===== config.mk =====
export PLATFORM = sky130hd
export DESIGN_NAME = dyt_rf_wb_arbiter
export DESIGN_NICKNAME = d
export VERILOG_FILES = /design/src/rtl/dyt_rf_pkg.sv /design/src/rtl/dyt_rr_arbiter2.sv /design/src/rtl/dyt_rf_wb_arbiter.sv
export SDC_FILE = /design/constraint.sdc
export NUM_CORES = 1
export LEC_CHECK = 0
export BUFFER_PORTS_ARGS = -buffer_cell sky130_fd_sc_hd__buf_4
export CORE_MARGIN = 1
export CORE_UTILIZATION = 40
export DETAILED_ROUTE_END_ITERATION = 6
export PLACE_DENSITY = 0.78
export SLEW_MARGIN = 20
export SYNTH_ARGS = -nofsm -noshare
export SYNTH_HDL_FRONTEND = slang
export SYNTH_SLANG_ARGS = --single-unit

===== constraint.sdc =====
create_clock -name clk -period 3.6 [get_ports clk]
set_clock_uncertainty 0.05 [all_clocks]
set_input_delay 0.18 -clock clk [delete_from_list [all_inputs] [get_ports clk]]
set_output_delay 0.18 -clock clk [all_outputs]
set_load 0.005 [all_outputs]

===== src/rtl/dyt_rf_pkg.sv =====
// Shared definitions for the register-file writeback path.
//   DATA_WIDTH / ADDR_WIDTH : default write data and register address widths
//   NUM_WORDS               : number of architectural registers
//   REQ_ALU / REQ_LSU       : requester indices into request/grant vectors
//   ZERO_REG                : hardwired-zero register index (writes discarded)
package dyt_rf_pkg;
    localparam int DATA_WIDTH = 32;
    localparam int ADDR_WIDTH = 4;
    localparam int NUM_WORDS  = 2 ** ADDR_WIDTH;
    localparam int REQ_ALU    = 0;
    localparam int REQ_LSU    = 1;
    localparam int ZERO_REG   = 0;
endpackage


===== src/rtl/dyt_rr_arbiter2.sv =====
// Two-input round-robin arbiter.
//   clk, rst : clock, asynchronous active-low reset
//   hold     : suppress all grants while high
//   req[1:0] : request vector (REQ_ALU / REQ_LSU)
//   gnt[1:0] : grant vector, one-hot or zero, combinational from req
// The priority pointer flips to the other requester after every grant.
module dyt_rr_arbiter2 (
    input  logic       clk,
    input  logic       rst,
    input  logic       hold,
    input  logic [1:0] req,
    output logic [1:0] gnt
);
    import dyt_rf_pkg::*;

    // ptr_reg = 0 prefers the ALU, 1 prefers the LSU
    logic ptr_reg;
    logic ptr_next;

    always_comb begin
        gnt      = 2'b00;
        ptr_next = ptr_reg;
        // No grants while reset is asserted so ready stays low in reset.
        if (rst && !hold) begin
            if (req[REQ_ALU] && req[REQ_LSU]) begin
                if (ptr_reg) begin
                    gnt[REQ_LSU] = 1'b1;
                end else begin
                    gnt[REQ_ALU] = 1'b1;
                end
            end else begin
                gnt = req;
            end
        end
        if (gnt[REQ_ALU]) begin
            ptr_next = 1'b1;
        end else if (gnt[REQ_LSU]) begin
            ptr_next = 1'b0;
        end
    end

    always_ff @(posedge clk or negedge rst) begin
        if (!rst) begin
            ptr_reg <= 1'b0;
        end else begin
            ptr_reg <= ptr_next;
        end
    end
endmodule


===== src/rtl/dyt_rf_wb_arbiter.sv =====
// Register-file writeback arbiter.
// Shares the single register-file write port between the ALU (requester 0)
// and the LSU load return (requester 1) with round-robin arbitration and a
// one-cycle registered output stage. Also flags pending writes to the two
// decode read addresses for RAW hazard stalls.
//   clk, rst                          : clock, asynchronous active-low reset
//   hold                              : freeze arbitration
//   req0_valid/ready/addr/data        : ALU writeback handshake
//   req1_valid/ready/addr/data        : LSU writeback handshake
//   w_en, w_addr, w_data              : register file write port
//   r_a_addr, r_b_addr                : decode read addresses
//   hit_a, hit_b                      : pending write to the read address
module dyt_rf_wb_arbiter #(
    parameter int DATA_WIDTH = dyt_rf_pkg::DATA_WIDTH,
    parameter int ADDR_WIDTH = dyt_rf_pkg::ADDR_WIDTH
) (
    input  logic                  clk,
    input  logic                  rst,
    input  logic                  hold,
    input  logic                  req0_valid,
    output logic                  req0_ready,
    input  logic [ADDR_WIDTH-1:0] req0_addr,
    input  logic [DATA_WIDTH-1:0] req0_data,
    input  logic                  req1_valid,
    output logic                  req1_ready,
    input  logic [ADDR_WIDTH-1:0] req1_addr,
    input  logic [DATA_WIDTH-1:0] req1_data,
    output logic                  w_en,
    output logic [ADDR_WIDTH-1:0] w_addr,
    output logic [DATA_WIDTH-1:0] w_data,
    input  logic [ADDR_WIDTH-1:0] r_a_addr,
    input  logic [ADDR_WIDTH-1:0] r_b_addr,
    output logic                  hit_a,
    output logic                  hit_b
);
    import dyt_rf_pkg::*;

    localparam logic [ADDR_WIDTH-1:0] ZERO_ADDR = ADDR_WIDTH'(ZERO_REG);

    logic [1:0]            req_vec;
    logic [1:0]            gnt_vec;
    logic                  gnt_any;
    logic [ADDR_WIDTH-1:0] gnt_addr;
    logic [DATA_WIDTH-1:0] gnt_data;

    logic                  w_en_reg;
    logic [ADDR_WIDTH-1:0] w_addr_reg;
    logic [DATA_WIDTH-1:0] w_data_reg;

    assign req_vec[REQ_ALU] = req0_valid;
    assign req_vec[REQ_LSU] = req1_valid;

    dyt_rr_arbiter2 u_arb (
        .clk  (clk),
        .rst  (rst),
        .hold (hold),
        .req  (req_vec),
        .gnt  (gnt_vec)
    );

    assign req0_ready = gnt_vec[REQ_ALU];
    assign req1_ready = gnt_vec[REQ_LSU];
    assign gnt_any    = |gnt_vec;
    assign gnt_addr   = gnt_vec[REQ_LSU] ? req1_addr : req0_addr;
    assign gnt_data   = gnt_vec[REQ_LSU] ? req1_data : req0_data;

    // Output stage. An x0 write still consumes its slot (handshake done,
    // pointer advanced) but never raises w_en.
    always_ff @(posedge clk or negedge rst) begin
        if (!rst) begin
            w_en_reg   <= 1'b0;
            w_addr_reg <= '0;
            w_data_reg <= '0;
        end else begin
            w_en_reg <= gnt_any && (gnt_addr != ZERO_ADDR);
            if (gnt_any) begin
                w_addr_reg <= gnt_addr;
                w_data_reg <= gnt_data;
            end
        end
    end

    assign w_en   = w_en_reg;
    assign w_addr = w_addr_reg;
    assign w_data = w_data_reg;

    // Hazard detection, one instance per decode read port.
    logic [ADDR_WIDTH-1:0] rd_addr [2];
    logic [1:0]            hit_vec;

    assign rd_addr[0] = r_a_addr;
    assign rd_addr[1] = r_b_addr;

    generate
        for (genvar gi = 0; gi < 2; gi++) begin : g_hit
            assign hit_vec[gi] = (rd_addr[gi] != ZERO_ADDR) &&
                                 ((req0_valid && (req0_addr  == rd_addr[gi])) ||
                                  (req1_valid && (req1_addr  == rd_addr[gi])) ||
                                  (w_en_reg   && (w_addr_reg == rd_addr[gi])));
        end
    endgenerate

    assign hit_a = hit_vec[0];
    assign hit_b = hit_vec[1];
endmodule

==> metrics.txt, run 1 <==
Via Count 1,991; antenna-violating nets left 0; # nets final 424; top cells by area, synth dfrtp_1, mux2i_1, nand2_1; Starting Density 41.8%; DIE AREA 0.00567 mm²; ys flop type dfrtp_1; die height 75.3 µm; largest delay contributor family on the critical path buffers and inverters; max_cap viols 0; clk_lat worst skew 290 ps; measured slew at the worst slew-check pin 665 ps; final hold violation count 0; met1 global-route usage 21.3%; IR Drop Worst-Case VDD 400 µV; Leak 1.52 nW; share of cells above drive strength 1 40.6%; fin. max-slew vios 0; Seq cells post-synth 38; first-pass GRT wire length 8120 µm; IO Port Bufs 125; critical path class in2out; Clock power frac 33.5%; Worst slew margin 55.7%; post-layout min period 2530 ps; Worst Setup End Kind output pin; via/cell ratio 4.86; critical path arrival 2300 ps; Crit path top cell by count buf_4; yosys warns 0; slowest CP cell and3_4; Post-synth EDFFs 0; I/O pin total 126; # DRC 0; area leader, netlist dfrtp_1; Post-Syn Instances 222; Finished Layout Cells 410; post-synthesis simple-gate area fraction 14.9%; CP cell instances dlygate4sd3_1, buf_4, nor2b_4, and3_4, buf_4; Diodes inserted 0; setup tns final 0 ps; final wirelength 5450 µm; CTS root buffer clkbuf_8; Num CTS Buffers 5; Inst Count DP 401; register share of total power 40.6%; Overall Global Routing Usage 19.5%; Setup-failing EPs final 0; post-synth cell types 24; wire per inst 13.3 µm; RSZ-0062 raised after global routing no; core area 0.00514 mm²; most numerous cell in the Yosys netlist nand2_1; portion of netlist area occupied by mux cells 16.8%; Util after Layout 62.8%; Worst Path Buf+Inv 3; Pwr per Cell Area 411 mW/mm²; post-synthesis compound-gate area fraction 10.9%; Clock transition at path regs 70 ps; TritonRoute pass-1 iters 4; Worst Path Max Fanout 39; Critical Path RT 3370 ps; Synth top area share 44.3%; Avg Cell Area, Syn 9.68 µm²; Post-DP HPWL 4130 µm; cell area after synthesis 0.00215 mm²; Site Rows 26; Layout area overhead 50.1%; Worst setup SP type input pin; CTS tree built; Critical Path Max Stage Delay 650 ps; f_max 0.395 GHz; met2 Resource Use GR 35.2%; adder-cell area share of the yosys netlist 0%; largest net degree at the start of global routing 57; grt met3 use 6.69%; combinational share of power 25.8%; antenna violations before repair 0; internal power 0.994 mW; fin crit share 70.4%; initial DRC count 52; register-to-register path setup slack 1870 ps; Hold Crit Class in2reg; NetSw 0.331 mW; clk sinks 38; outcome finished, final reports clean; Post-Synth XOR/XNOR Area 7.34%; grt peak-use layer met2; Switching Share 25.0%; main combinational cell family by area after synthesis multiplexers; Largest register FFs 32; Die X 75.3 µm; ys async rst share 100%; Synthesized Nets 307; Max H-tree Level 2; maximum buffer depth of the clock tree 2; gp weighted congestion 0.867; grt ovf 0; vias in the first global route 1,791; commonest cells in the netlist nand2_1, dfrtp_1, mux2i_1; register area share after synthesis 44.3%; Post-CTS Resized 0
[metal layers]
| layer | wire, µm | up-vias |
|---|---|---|
| met5 | 0 | - |
| met4 | 62 | 0 |
| met3 | 436 | 7 |
| met2 | 2820 | 77 |
| met1 | 2130 | 910 |
| li1 | - | 997 |
[cells in the final DEF, fill, tap and decap left out, drive strengths merged]
master	count
nand2	43
a211oi	1
xnor2	18
nor3	4
nor4	1
a21o	1
nor2b	1
a21oi	6
nand4	6
bufinv	2
or3	8
dfrtp	38
and3	2
nor2	1
nand2b	1
buf	126
mux2i	36
o21ai	37
dlygate4sd3	1
or4	1
clkbuf	6
[final cells by class]
type                            instances  area [µm²]
Clock buffer                            6        82.6
Clock inverter                          2        60.1
Fill cell                             474        1910
Multi-Input combinational cell        167        1090
Sequential cell                        38         951
Tap cell                               70        87.6
Timing Repair Buffer                  127         956
[worst min-delay path, cell delays in order]
cell,delay (ps)
buf_4,70
mux2i_1,50
o21ai_1,110
[path summary, 6_finish.rpt]
| kind | start | to | depth (start not counted) |
|---|---|---|---|
| min reg2reg | w_data[22] | w_data[22] | 2 |
| min | req1_data[30] | w_data[30] | 3 |
| max reg2reg | u_arb.ptr_reg | w_data[19] | 4 |
| max | rst | req1_ready | 5 |
| max in group asynchronous | rst | w_data[12] | 2 |
| min in group asynchronous | rst | w_data[25] | 2 |
[per-stage QoR]
| stage | hold WS (ps) | power [mW] | area [µm²] | setup slack (ps) |
|---|---|---|---|---|
| 2_1_floorplan | -166 | 0.675 | 2150 | 2180 |
| 3_3_place_gp | 127 | 0.881 | 3070 | 1160 |
| 3_5_place_dp | 129 | 0.893 | 3070 | 1050 |
| 4_1_cts | 105 | 1.34 | 3220 | 680 |
| 5_1_grt | 117 | 1.40 | 3230 | 896 |
| 6_report | 110 | 1.32 | 3230 | 1070 |
[power groups by stage]
stage | logic, mW | clock network (mW) | registers, mW
after floorplan | 0.129 | 0 | 0.547
after global placement | 0.337 | 0 | 0.544
after detailed placement | 0.347 | 0 | 0.546
after CTS | 0.347 | 0.454 | 0.539
after global routing | 0.378 | 0.475 | 0.549
final | 0.342 | 0.444 | 0.538
[repair_timing]
item | in CTS | in global routing
hold endpoints to repair | 38 | 0
hold buffers | 1 | 0
setup buffers | 0 | 0
[logic make-up after synthesis]
logic type,count (synthesis)
AOI/OAI and AO/OA,45
xor gates and xnor gates,18
buffers and inverters,17
DFF,38
muxes,36
and+or+nand+nor,68
Power figures use the tool's default switching activity.
==> run 2: changes to the inputs <==
--- a/config.mk
+++ b/config.mk
@@ -7,9 +7,9 @@
 export LEC_CHECK = 0
 export BUFFER_PORTS_ARGS = -buffer_cell sky130_fd_sc_hd__buf_4
 export CORE_MARGIN = 1
-export CORE_UTILIZATION = 40
+export CORE_UTILIZATION = 39
 export DETAILED_ROUTE_END_ITERATION = 6
-export PLACE_DENSITY = 0.78
+export PLACE_DENSITY = 0.8
 export SLEW_MARGIN = 20
 export SYNTH_ARGS = -nofsm -noshare
 export SYNTH_HDL_FRONTEND = slang
==> constraint.sdc (replaced) <==
create_clock -name clk -period 2.3 [get_ports clk]
set_clock_uncertainty 0.05 [all_clocks]
set_input_delay 0.115 -clock clk [delete_from_list [all_inputs] [get_ports clk]]
set_output_delay 0.115 -clock clk [all_outputs]
set_load 0.005 [all_outputs]
==> metrics.txt, run 2 (same netlist as run 1, synthesis figures left out) <==
first-pass GRT wire length 8480 µm (was 8120 µm); antenna violations before repair 0 (unchanged); Clock transition at path regs 70 ps (about the same); Leak 1.52 nW (about the same); # nets final 426 (was 424); fin. max-slew vios 0 (unchanged); critical path class in2out (unchanged); wire per inst 12.8 µm (was 13.3 µm); Setup Fix Bufs, Post-CTS 0 (unchanged); Via Count 2,005 (was 1,991); Post-CTS Resized 0 (unchanged); Pwr per Cell Area 598 mW/mm² (was 411 mW/mm²); Starting Density 41.3% (was 41.8%); total power 1.92 mW (was 1.32 mW); maximum buffer depth of the clock tree 2 (unchanged); M1 wire length 2180 µm (was 2130 µm); final hold violation count 0 (unchanged); die height 76.2 µm (was 75.3 µm); Clock power frac 28.3% (was 33.5%); vias in the first global route 1,887 (was 1,791); Critical Path RT 2130 ps (was 3370 ps); # DRC 0 (unchanged); cell count of the worst reg-to-reg path 5 (was 4); core area 0.00520 mm² (was 0.00514 mm²); Hold Crit Class in2reg (unchanged); TritonRoute pass-1 iters 4 (unchanged); CTS tree built (unchanged); DR WL met2 2660 µm (was 2820 µm); f_max 0.569 GHz; combinational share of power 27.8% (was 25.8%); post-layout min period 1760 ps; Crit Reg-Reg Endpoint w_data[11] (was w_data[19]); Largest register FFs 32 (unchanged); worst slack at placement 859 ps (was 1050 ps); antenna-violating nets left 0 (unchanged); outcome finished, final reports clean (unchanged); Site Rows 26 (unchanged); Worst Path Max Fanout 39 (unchanged); Worst slew margin 59.1% (was 55.7%); IR Drop Worst-Case VDD 362 µV (was 400 µV); DIE AREA 0.00581 mm² (was 0.00567 mm²); Worst setup SP type input pin (unchanged); final wirelength 5290 µm (was 5450 µm); largest net degree at the start of global routing 75 (was 57); grt ovf 0 (unchanged); share of cells above drive strength 1 40.9% (was 40.6%); setup tns final 0 ps (unchanged); Placement Cell Area 0.00310 mm² (was 0.00307 mm²); Die X 76.2 µm (was 75.3 µm); NetSw 0.509 mW (was 0.331 mW); Max H-tree Level 2 (unchanged); RSZ-0062 raised after global routing no (unchanged); Switching Share 26.5% (was 25.0%); Worst setup endpoint req1_ready (unchanged); CTS root buffer clkbuf_8 (unchanged); critical path startpoint rst (unchanged); measured slew at the worst slew-check pin 613 ps (was 665 ps); Diodes inserted 0 (unchanged); fin crit share 76.4%; register-to-register path setup slack 860 ps (was 1870 ps); internal power 1.41 mW (was 0.994 mW); critical path arrival 1590 ps (was 2300 ps); clk_lat worst skew 280 ps (was 290 ps); Setup-failing EPs final 0 (unchanged); clk sinks 38 (unchanged); hold buffers post-CTS 1 (unchanged); met3 wire len 411 µm (was 436 µm); register share of total power 43.9% (was 40.6%); most frequent cells in the layout buf_4, nand2_1, dfrtp_1, mux2i_1, o21ai_0 (unchanged); worst r2r src u_arb.ptr_reg (unchanged); design area 0.00322 mm² (was 0.00323 mm²); Post-DP HPWL 4090 µm (was 4130 µm); max_cap viols 0 (unchanged); Worst Setup End Kind output pin (unchanged); Worst Slack Setup Final 542 ps (was 1070 ps); initial DRC count 72 (was 52); Layout area overhead 49.7% (was 50.1%); gp weighted congestion 0.845 (was 0.867); IO Port Bufs 125 (unchanged); I/O pin total 126 (unchanged); most common cell after layout, fill and taps aside buf_4 (unchanged); via/cell ratio 4.87 (was 4.86); max layer used met4 (unchanged); Num CTS Buffers 5 (unchanged); Overall Global Routing Usage 18.3% (was 19.5%)
run 2: layer usage:
layer	GRT usage, %	vias up
li1	-	1002
met5	0	-
met2	31.7	85
met3	5.51	6
met1	21.7	912
met4	5.77	0
run 2: per-stage QoR:
stage          instances  util [%]  hold WS [ps]
2_1_floorplan        222         -          -231
3_3_place_gp         403      59.5           164
3_5_place_dp         403      59.5           160
4_1_cts              412      61.8          47.6
5_1_grt              412      61.8          57.8
6_report             412      61.8          54.6
run 2: power by group through the flow:
stage	sequential, mW	combinational, mW	clock, mW
4_1_cts	0.846	0.545	0.563
2_1_floorplan	0.855	0.201	0
5_1_grt	0.861	0.592	0.592
6_report	0.845	0.534	0.545
3_3_place_gp	0.853	0.529	0
3_5_place_dp	0.856	0.543	0
run 2: area by class of cell:
| type | instances | area, µm² |
|---|---|---|
| Clock buffer | 5 | 68.8 |
| Clock inverter | 3 | 40.0 |
| Fill cell | 474 | 1990 |
| Multi-Input combinational cell | 167 | 1080 |
| Sequential cell | 38 | 951 |
| Tap cell | 70 | 87.6 |
| Timing Repair Buffer | 129 | 983 |
run 2: worst min path at each step:
stage | from | to | slack, ps | depth (start not counted)
after CTS | req0_data[29] | w_data[29] | 50 | 3
after floorplan | rst | u_arb.ptr_reg | -230 | 0
after global routing | req0_data[29] | w_data[29] | 60 | 3
final | req0_data[0] | w_data[0] | 50 | 3
after detailed placement | rst | w_data[13] | 160 | 2
after global placement | rst | w_data[13] | 160 | 2
run 2: worst max-delay path, cell delays in order:
cell	delay, ps
dlygate4sd3_1	540
buf_4	120
nor2b_4	170
and3_2	220
buf_12	250
buf_4	160
